**config.mk**
```make
export PLATFORM = sky130hd
export DESIGN_NAME = rlwe_enc2_mod_reduce
export DESIGN_NICKNAME = d
export VERILOG_FILES = /design/src/rtl/rlwe_enc2_mod_reduce.sv
export SDC_FILE = /design/constraint.sdc
export NUM_CORES = 1
export LEC_CHECK = 0
export CORE_ASPECT_RATIO = 0.5
export CORE_MARGIN = 3
export CORE_UTILIZATION = 55
export DETAILED_ROUTE_END_ITERATION = 6
export PLACE_DENSITY = 0.82
export SLEW_MARGIN = 20
export SYNTH_ARGS = -nofsm -noshare
export SYNTH_HDL_FRONTEND = slang
export SYNTH_SLANG_ARGS = --single-unit
export TNS_END_PERCENT = 5
```
**constraint.sdc**
```tcl
create_clock -name ap_clk -period 12.6 [get_ports ap_clk]
set_input_delay 2.52 -clock ap_clk [delete_from_list [all_inputs] [get_ports ap_clk]]
set_output_delay 2.52 -clock ap_clk [all_outputs]
set_load 0.005 [all_outputs]
```
**src/rtl/rlwe_enc2_mod_reduce.sv**
```systemverilog
// Three-stage Barrett reducer: 30-bit products to canonical residues mod Q, tag carried alongside.
// Define RLWE_MODRED_RANGE_CHK_EN to enable the sticky err flag for inputs above (Q-1)^2.
module rlwe_enc2_mod_reduce #(
    parameter int IN_WIDTH  = 30,
    parameter int Q         = 7681,
    parameter int Q_WIDTH   = 14,
    parameter int BARRETT_K = 30,
    parameter int BARRETT_M = 139792,
    parameter int TAG_WIDTH = 8
) (
    input  logic                 ap_clk,
    input  logic                 ap_rst_n,
    input  logic                 in_valid,
    output logic                 in_ready,
    input  logic [IN_WIDTH-1:0]  in_data,
    input  logic [TAG_WIDTH-1:0] in_tag,
    output logic                 out_valid,
    input  logic                 out_ready,
    output logic [Q_WIDTH-1:0]   out_data,
    output logic [TAG_WIDTH-1:0] out_tag,
    output logic                 err
);

    localparam int M_WIDTH = $clog2(BARRETT_M + 1);
    localparam int P_WIDTH = IN_WIDTH + M_WIDTH;
    localparam int T_WIDTH = P_WIDTH - BARRETT_K;
    // Signed with one spare bit so r may sit anywhere in [-Q, 2Q): M rounded either way is tolerated.
    localparam int R_WIDTH = Q_WIDTH + 2;

    function automatic logic [Q_WIDTH-1:0] canon_residue(input logic signed [R_WIDTH-1:0] r);
        logic signed [R_WIDTH-1:0] qs;
        logic signed [R_WIDTH-1:0] res;
        qs = R_WIDTH'(Q);
        if (r[R_WIDTH-1]) begin
            res = r + qs;
        end else if (r >= qs) begin
            res = r - qs;
        end else begin
            res = r;
        end
        return Q_WIDTH'(res);
    endfunction

    logic                        adv;
    logic                        fire_in;

    logic                        s1_vld_q, s1_vld_d;
    logic        [IN_WIDTH-1:0]  s1_x_q, s1_x_d;
    logic        [P_WIDTH-1:0]   s1_p_q, s1_p_d;
    logic        [TAG_WIDTH-1:0] s1_tag_q, s1_tag_d;

    logic                        s2_vld_q, s2_vld_d;
    logic signed [R_WIDTH-1:0]   s2_r_q, s2_r_d;
    logic        [TAG_WIDTH-1:0] s2_tag_q, s2_tag_d;
    logic        [T_WIDTH-1:0]   s2_t;
    logic        [P_WIDTH-1:0]   s2_diff;

    logic                        out_vld_q, out_vld_d;
    logic        [Q_WIDTH-1:0]   out_data_q, out_data_d;
    logic        [TAG_WIDTH-1:0] out_tag_q, out_tag_d;

    assign adv      = !out_vld_q || out_ready;
    assign in_ready = adv;
    assign fire_in  = in_valid && adv;

    assign out_valid = out_vld_q;
    assign out_data  = out_data_q;
    assign out_tag   = out_tag_q;

    // Stage 1: capture product and form x*M
    always_comb begin
        s1_vld_d = s1_vld_q;
        s1_x_d   = s1_x_q;
        s1_p_d   = s1_p_q;
        s1_tag_d = s1_tag_q;
        if (adv) begin
            s1_vld_d = fire_in;
            if (fire_in) begin
                s1_x_d   = in_data;
                s1_p_d   = P_WIDTH'(in_data) * P_WIDTH'(BARRETT_M);
                s1_tag_d = in_tag;
            end
        end
    end

    // Stage 2: quotient estimate and first remainder
    always_comb begin
        s2_t     = T_WIDTH'(s1_p_q >> BARRETT_K);
        s2_diff  = P_WIDTH'(s1_x_q) - P_WIDTH'(s2_t) * P_WIDTH'(Q);
        s2_vld_d = s2_vld_q;
        s2_r_d   = s2_r_q;
        s2_tag_d = s2_tag_q;
        if (adv) begin
            s2_vld_d = s1_vld_q;
            s2_r_d   = R_WIDTH'(s2_diff);
            s2_tag_d = s1_tag_q;
        end
    end

    // Stage 3: final correction into [0, Q-1]
    always_comb begin
        out_vld_d  = out_vld_q;
        out_data_d = out_data_q;
        out_tag_d  = out_tag_q;
        if (adv) begin
            out_vld_d = s2_vld_q;
            if (s2_vld_q) begin
                out_data_d = canon_residue(s2_r_q);
                out_tag_d  = s2_tag_q;
            end
        end
    end

    always_ff @(posedge ap_clk) begin
        if (!ap_rst_n) begin
            s1_vld_q   <= 1'b0;
            s2_vld_q   <= 1'b0;
            out_vld_q  <= 1'b0;
            out_data_q <= '0;
            out_tag_q  <= '0;
        end else begin
            s1_vld_q   <= s1_vld_d;
            s2_vld_q   <= s2_vld_d;
            out_vld_q  <= out_vld_d;
            out_data_q <= out_data_d;
            out_tag_q  <= out_tag_d;
        end
    end

    always_ff @(posedge ap_clk) begin
        s1_x_q   <= s1_x_d;
        s1_p_q   <= s1_p_d;
        s1_tag_q <= s1_tag_d;
        s2_r_q   <= s2_r_d;
        s2_tag_q <= s2_tag_d;
    end

`ifdef RLWE_MODRED_RANGE_CHK_EN
    localparam logic [IN_WIDTH-1:0] RANGE_MAX = IN_WIDTH'((Q - 1) * (Q - 1));

    logic err_q, err_d;

    always_comb begin
        err_d = err_q;
        if (fire_in && (in_data > RANGE_MAX)) begin
            err_d = 1'b1;
        end
    end

    always_ff @(posedge ap_clk) begin
        if (!ap_rst_n) begin
            err_q <= 1'b0;
        end else begin
            err_q <= err_d;
        end
    end

    assign err = err_q;
`else
    assign err = 1'b0;
`endif

endmodule

```
==> impl_metrics.toml, run 1 <==
[clock_tree]
cts_max_path_buffers = 2
cts_buffers = 9
cts.clk_slew.worst_paths_ns = 0.07
numClockSinks = 89
htreeDepth = 3
post_cts_buffers = 0
clockRootBuffer = "clkbuf_16"
clkLatencyLatePin_ns = 0.34
cts_tree = "done"
post_cts_resized = 0
ctsHoldBuffers = 0

[floorplanning]
initial_core_util_pct = 58.2
die_h_um = 95.0
die_w_um = 184
io_pins = 67
placementRows = 31
coreArea_um2 = 15000
die-area_um2 = 17500

[synth]
async_flop_share_pct = 0
syn_area_um2 = 8710
yosys.area.top_type = "ha_1"
yosysMostFrequentCell = "ha_1"
ys_types = 58
syn_nets = 1144
synth_edf_count = 64
synth_area_leaders = "ha_1 27%, edfxtp_1 22%, fa_1 13%, inv_1 7.6%, dfxtp_1 5.7%"
synth_warnings = 0
synthTopCellsByCount = "187 x ha_1, 177 x inv_1, 64 x edfxtp_1"
netlist.area_leader.share_pct = 26.9
synth.avg_cell_area_um2 = 10.1
synth-seq-area-share_pct = 27.8
synthFlopType = "edfxtp_1"
syn_inst = 860
yosys_register_bits = 89

[critical_path]
endpoint = "s1_p_q[42]"
r2r_slack_ns = 7.83
worstReg2RegEnd = "s2_r_q[15]"
worstPathRequired_ns = 12.69
endpoint_kind = "register"
reg2reg_from = "s1_p_q[30]"
start_kind = "input pin"
ff2ff_path_depth = 16
cp-startpoint = "in_data[7]"
arrival_ns = 7.17
criticalPathCategory = "in -> reg"
critPathMaxFanout = 5

[detailed_routing]
dr.pass1.iters = 6
drcViolationCount = 0
wire_per_inst_um = 15.0
ant_nets = 0
wl_mm = 17.0
viasPerCell = 5.28
vias = 5965
dr.first_iter.drc_count = 411

[sta]
hold_violations = 0
layout_min_cycle_time_ns = 7.07
setup_viol = 0
worst_slew_pin_slew_ns = 0.951
period_share_pct = 56.1
fin_setup_tns_ns = 0
finalMaxSlewViolations = 0
fin_skew_ns = 0.0104
rsz0062_at_grt = "no"
slew_headroom_pct = 36.6
max_freq_ghz = 0.141

[finish]
synthToLayoutAreaGrowth_pct = 13.3
final_cells = 1129
antennaDiodeCount = 0
drive_above_1_share_pct = 3.33
nets = 1210
final_core_util_pct = 65.9

[placement]
dp_hpwl_mm = 14.2
globalplace.congestion = 0.872
numPlacedInstances = 1113
port_buffers = 65

[flow_run]
drv_cap = 0

[grt]
antenna_found_initial = 0
grt_pass1_wl_mm = 28.4
grt_pass1_vias = 5966
grt_max_degree = 42
grt_usage_pct = 20.2
grt_remaining_overflow = 0

[status]
run_status = "finished clean"

[worst_hold_path]
min_path_type = "reg -> reg"
[logic make-up after synthesis]
logic type	after synthesis	synth area share, %
adder cells (fa/ha/maj)	242	39.5
buffers and inverters	188	8.19
AND/OR/NAND/NOR	157	8.85
AO/OA/AOI/OAI	126	9.84
flip-flops	89	27.8
XOR/XNOR	54	5.43
multiplexers	3	0.359
other	1	0.0430
[final cells by class]
| cell class | instances | area (um2) |
|---|---|---|
| multi-input combinational | 583 | 5580 |
| fill | 1166 | 5100 |
| sequential | 89 | 2420 |
| inverter | 177 | 664 |
| timing repair buffer | 66 | 658 |
| tap | 198 | 248 |
| clock buffer | 9 | 225 |
| clock inverter | 7 | 71.3 |
[registers in the layout (all words and copies together) (netlist names)]
register / flops
s1_tag_q: 8
out_data: 14
s1_vld_q: 1
s2_tag_q: 8
out_valid: 1
s1_x_q: 16
s2_vld_q: 1
out_tag: 8
s2_r_q: 16
s1_p_q: 16
[critical path, cell delays in order]
cell and delay (ns):
clkdlybuf4s50_1 0.51, ha_1 0.36, inv_1 0.06, fa_1 0.50, inv_1 0.04, ha_1 0.28, ha_1 0.27, inv_1 0.05
fa_1 0.51, inv_1 0.05, ha_1 0.29, a211oi_1 0.21, nor2_1 0.09, o31ai_1 0.20, nand2_1 0.09, o21ai_1 0.24
a21oi_2 0.16, o41ai_4 0.45, o21bai_1 0.14, xor2_1 0.15
[through the flow]
stage | instance area, um2 | hold WS (ns) | setup WS [ns]
floorplan | 8710 | 0.400 | 6.07
global placement | 9570 | 0.403 | 5.35
detailed placement | 9570 | 0.409 | 5.22
CTS | 9870 | 0.420 | 5.57
global route | 9870 | 0.435 | 5.20
finish | 9870 | 0.418 | 5.53
[layout by cell type, fill, tap and decap left out, drive strengths merged, types with 14 or more instances in the layout]
cell / netlist / routed
dfxtp: 25 / 25
inv: 177 / 182
a21boi: 15 / 15
clkdlybuf4s50: 0 / 65
nor2: 30 / 30
xnor2: 34 / 34
nand2: 55 / 55
xor2: 20 / 20
ha: 187 / 187
nor3: 14 / 14
edfxtp: 64 / 64
a21oi: 29 / 29
fa: 55 / 55
o21ai: 31 / 31
[layer usage]
layer / part of all wire, % / global-route usage (%) / vias to the layer above
met2: 48 / 35.2 / 141
met4: 1.1 / 3.65 / 0
met5: 0 / 0 / -
met3: 3.4 / 2.54 / 26
met1: 48 / 27.7 / 2772
li1: - / - / 3026
[how the worst min path moves through the flow]
| stage | from | to | slack (ns) | cells after the start |
|---|---|---|---|---|
| 6_report | s1_tag_q[6] | s2_tag_q[6] | 0.42 | 0 |
| 5_1_grt | s1_tag_q[5] | s2_tag_q[5] | 0.43 | 0 |
| 4_1_cts | s1_tag_q[6] | s2_tag_q[6] | 0.42 | 0 |
| 3_5_place_dp | s1_tag_q[6] | s2_tag_q[6] | 0.41 | 0 |
| 3_3_place_gp | s1_tag_q[1] | s2_tag_q[1] | 0.40 | 0 |
| 2_1_floorplan | s1_tag_q[0] | s2_tag_q[0] | 0.40 | 0 |
Power of run 1 is left out: the tool's default activity adds up to more than one toggle a clock period on the data nets, which glitch-free logic cannot reach.
==> run 2: changes to the inputs <==
--- a/config.mk
+++ b/config.mk
@@ -9,7 +9,7 @@
 export CORE_MARGIN = 3
 export CORE_UTILIZATION = 55
 export DETAILED_ROUTE_END_ITERATION = 6
-export PLACE_DENSITY = 0.82
+export PLACE_DENSITY = 0.85
 export SLEW_MARGIN = 20
 export SYNTH_ARGS = -nofsm -noshare
 export SYNTH_HDL_FRONTEND = slang
==> constraint.sdc (replaced) <==
create_clock -name ap_clk -period 6.5 [get_ports ap_clk]
set_input_delay 1.3 -clock ap_clk [delete_from_list [all_inputs] [get_ports ap_clk]]
set_output_delay 1.3 -clock ap_clk [all_outputs]
set_load 0.005 [all_outputs]
==> impl_metrics.toml, run 2 (synthesis results as in run 1) <==
[status]
run_status = "finished clean"

[detailed_routing]
dr.first_iter.drc_count = 240
met2_length_mm = 8.77
drt-met1-wl_mm = 7.94
dr.pass1.iters = 4
viasPerCell = 5.41
wire_per_inst_um = 15.8
wl_mm = 17.9
vias = 6119
highest_layer = "met4"
ant_nets = 0
wl_met3_um = 790
drcViolationCount = 0

[finish]
fillerInstances = 1132
final_common_cell = "ha_1"
layout_common_cells = "187 x ha_1, 177 x inv_1, 65 x clkdlybuf4s50_1, 64 x edfxtp_1"
drive_above_1_share_pct = 3.54
nets = 1212
synthToLayoutAreaGrowth_pct = 13.4
reg.largest.list = "s1_p_q (16), s1_x_q (16), s2_r_q (16)"
antennaDiodeCount = 0

[clock_tree]
post_cts_buffers = 0
post_cts_resized = 0
ctsHoldBuffers = 0
cts_max_path_buffers = 2
cts_tree = "done"
clockRootBuffer = "clkbuf_16"
numClockSinks = 89
cts_buffers = 9
cts.clk_slew.worst_paths_ns = 0.07
clkLatencyLatePin_ns = 0.35
htreeDepth = 3

[critical_path]
slowest_stage = "fa_1"
cp_top_family = "adder cells"
start_kind = "input pin"
criticalPathCategory = "in -> reg"
endpoint_kind = "register"
worstPathRequired_ns = 6.60
crit_buf_inv = 5
critPathMaxFanout = 5
reg2reg_from = "s1_p_q[30]"
endpoint = "s1_p_q[42]"
cp-startpoint = "in_data[7]"
cpPeakStageDelay_ns = 0.51
r2r_slack_ns = 1.62
ff2ff_path_depth = 16
path_depth = 20
arrival_ns = 5.90
cp_cell_sequence = "clkdlybuf4s50_1 > ha_1 > inv_1 > fa_1 > inv_1 > ha_1 > ha_1 > inv_1 > fa_1 > inv_1 > ha_1 > a211oi_1 > nor2_1 > o31ai_1 > nand2_1 > o21ai_1 > a21oi_2 > o41ai_4 > o21bai_1 > xor2_1"
worstReg2RegEnd = "s2_r_q[15]"

[sta]
rsz0062_at_grt = "no"
fin_skew_ns = 0.00806
finalMaxSlewViolations = 0
layout_min_cycle_time_ns = 5.80
hold_violations = 0
fin_setup_tns_ns = 0
period_share_pct = 89.2
max_freq_ghz = 0.173
worst_slew_pin_slew_ns = 0.940
slew_headroom_pct = 37.3
setup_viol = 0

[grt]
grt_usage_pct = 21.4
grt_max_degree = 42
grt_pass1_wl_mm = 29.5
antenna_found_initial = 0
grt_pass1_vias = 6286
grt_remaining_overflow = 0

[floorplanning]
placementRows = 31
coreArea_um2 = 15000
initial_core_util_pct = 58.2
io_pins = 67
die_w_um = 184
die-area_um2 = 17500
die_h_um = 95.0

[placement]
dp_hpwl_mm = 14.8
port_buffers = 65
globalplace.congestion = 0.866

[worst_hold_path]
min_path_type = "reg -> reg"

[flow_run]
drv_cap = 0
## run 2: cell count changes in the layout (fill, tap and decap cells not counted)
| cell | before | now |
|---|---|---|
| buf_4 | 1 | 3 |
| clkinv_4 | 1 | 0 |
| inv_4 | 1 | 2 |
## run 2: how the worst min path moves through the flow
stage	start	end	slack [ns]	cells past startpoint
after floorplan	s1_tag_q[0]	s2_tag_q[0]	0.40	0
after global placement	s1_tag_q[1]	s2_tag_q[1]	0.40	0
after detailed placement	s1_tag_q[4]	s2_tag_q[4]	0.41	0
after CTS	s1_tag_q[0]	s2_tag_q[0]	0.42	0
after global routing	s1_tag_q[3]	s2_tag_q[3]	0.43	0
final	s1_tag_q[0]	s2_tag_q[0]	0.42	0
## run 2: layout make-up
| type | instances | area (um2) | area share [%] |
|---|---|---|---|
| sequential | 89 | 2420 | 24.5 |
| timing repair buffer | 68 | 673 | 6.81 |
| clock inverter | 7 | 68.8 | 0.697 |
| tap | 198 | 248 | 2.51 |
| multi-input combinational | 583 | 5580 | 56.5 |
| clock buffer | 9 | 225 | 2.28 |
| inverter | 177 | 664 | 6.72 |
## run 2: routing by layer
layer	up-vias	global-route usage (%)
met1	2903	26.3
met4	0	6.47
met3	38	3.77
met5	-	0
met2	154	38.9
li1	3024	-
## run 2: per-stage QoR
stage / hold slack [ns] / util (%) / cells / worst slack [ns] / area, um2
after floorplan: 0.400 / - / 860 / 1.19 / 8710
after global placement: 0.401 / 64.0 / 1115 / 0.495 / 9590
after detailed placement: 0.407 / 64.0 / 1115 / 0.368 / 9590
after CTS: 0.422 / 66.0 / 1131 / 0.723 / 9880
after global routing: 0.433 / 66.0 / 1131 / 0.289 / 9880
final: 0.422 / 66.0 / 1131 / 0.704 / 9880
Power of run 2 is left out for the same reason.
==> run 3: changes to the inputs <==
--- a/config.mk
+++ b/config.mk
@@ -5,11 +5,13 @@
 export SDC_FILE = /design/constraint.sdc
 export NUM_CORES = 1
 export LEC_CHECK = 0
+export CELL_PAD_IN_SITES_DETAIL_PLACEMENT = 0
+export CELL_PAD_IN_SITES_GLOBAL_PLACEMENT = 1
 export CORE_ASPECT_RATIO = 0.5
 export CORE_MARGIN = 3
-export CORE_UTILIZATION = 55
+export CORE_UTILIZATION = 43
 export DETAILED_ROUTE_END_ITERATION = 6
-export PLACE_DENSITY = 0.85
+export PLACE_DENSITY = 0.84
 export SLEW_MARGIN = 20
 export SYNTH_ARGS = -nofsm -noshare
 export SYNTH_HDL_FRONTEND = slang
==> impl_metrics.toml, run 3 (synthesis results as in run 1) <==
[finish]
layout_common_cells = "187 x ha_1, 177 x inv_1, 65 x clkdlybuf4s50_1, 64 x edfxtp_1"
antennaDiodeCount = 0
nets = 1215
synthToLayoutAreaGrowth_pct = 14.6
drive_above_1_share_pct = 3.85
final_common_cell = "ha_1"
reg.largest.list = "s1_p_q (16), s1_x_q (16), s2_r_q (16)"
fillerInstances = 1771

[grt]
antenna_found_initial = 0
grt.met1_usage_pct = 22.3
grt_pass1_vias = 5919
grt_usage_pct = 15.9
grt_remaining_overflow = 0
grt_busiest_layer = "met2"
grt_max_degree = 42
met3_usage_pct = 2.08
use_met2_pct = 26.8
grt_pass1_wl_mm = 29.0

[clock_tree]
htreeDepth = 3
ctsHoldBuffers = 0
cts.clk_slew.worst_paths_ns = 0.07
post_cts_buffers = 0
cts_tree = "done"
clkLatencyLatePin_ns = 0.34
cts_buffers = 9
cts_max_path_buffers = 2
clockRootBuffer = "clkbuf_16"
numClockSinks = 89
post_cts_resized = 0

[placement]
port_buffers = 65
globalplace.congestion = 0.859
dp_hpwl_mm = 14.4

[sta]
fin_skew_ns = 0.00885
setup_viol = 0
slew_headroom_pct = 39.5
layout_min_cycle_time_ns = 5.87
finalMaxSlewViolations = 0
period_share_pct = 90.4
hold_violations = 0
max_freq_ghz = 0.170
worst_slew_pin_slew_ns = 0.907
rsz0062_at_grt = "no"
fin_setup_tns_ns = 0

[critical_path]
worstPathRequired_ns = 6.71
start_kind = "input pin"
arrival_ns = 6.09
critPathMaxFanout = 5
criticalPathCategory = "in -> reg"
endpoint_kind = "register"

[detailed_routing]
viasPerCell = 4.89
dr.first_iter.drc_count = 231
wl_mm = 16.8
wire_per_inst_um = 14.0
ant_nets = 0
vias = 5878
dr.pass1.iters = 5
drcViolationCount = 0

[status]
run_status = "finished clean"

[floorplanning]
io_pins = 67
die-area_um2 = 22100
placementRows = 36
initial_core_util_pct = 44.3
die_w_um = 207
coreArea_um2 = 19700
die_h_um = 107

[worst_hold_path]
min_path_type = "reg -> reg"

[flow_run]
drv_cap = 0
==> run 3: cell count changes in the layout (fill, tap and decap cells not counted) <==
cell	before	now
clkinv_8	1	0
inv_4	2	1
clkinv_4	0	1
buf_4	3	6
inv_8	2	3
==> run 3: worst paths after layout <==
path	start	end	slack (ns)	cells past startpoint
worst max-delay path	in_data[6]	s1_p_q[43]	0.63	20
worst min register to register	s1_tag_q[6]	s2_tag_q[6]	0.42	0
worst max register to register	s1_p_q[31]	s2_r_q[15]	1.76	16
worst min-delay path	s1_tag_q[6]	s2_tag_q[6]	0.42	0
==> run 3: per-layer routing <==
| metal | routed length (um) | part of all wire [%] | vias to the layer above |
|---|---|---|---|
| li1 | - | - | 3032 |
| met2 | 7830 | 46 | 79 |
| met4 | 85 | 0.50 | 0 |
| met5 | 0 | 0 | - |
| met1 | 8460 | 50 | 2761 |
| met3 | 470 | 2.8 | 6 |
==> run 3: per-stage QoR <==
step           cells  utilization (%)  cell area, um2  setup slack (ns)  hold WS [ns]
2_1_floorplan    860                -            8710              1.19         0.400
3_3_place_gp    1186             49.2            9690             0.309         0.403
3_5_place_dp    1186             49.2            9690             0.280         0.405
4_1_cts         1202             50.7            9980             0.641         0.421
5_1_grt         1202             50.7            9980             0.335         0.424
6_report        1202             50.7            9980             0.626         0.421
==> run 3: final cells by class <==
type | count | area [um2] | area share (%)
Clock buffer | 9 | 225 | 2.26
Clock inverter | 7 | 66.3 | 0.664
Inverter | 177 | 664 | 6.65
Multi-Input combinational cell | 583 | 5580 | 55.9
Sequential cell | 89 | 2420 | 24.3
Tap cell | 266 | 333 | 3.33
Timing Repair Buffer | 71 | 696 | 6.97
==> run 3: critical path, stage by stage <==
cell and delay (ns):
clkdlybuf4s50_1 0.51, ha_1 0.36, inv_1 0.06, fa_1 0.50, inv_1 0.04, ha_1 0.29, ha_1 0.28, inv_1 0.05
fa_1 0.50, inv_1 0.05, ha_1 0.19, a211oi_1 0.23, nor2_1 0.10, o31ai_1 0.19, nand2_1 0.08, o21ai_1 0.32
a21oi_2 0.19, o311ai_1 0.42, mux2i_1 0.23, o311a_1 0.18
Power of run 3 is left out for the same reason.
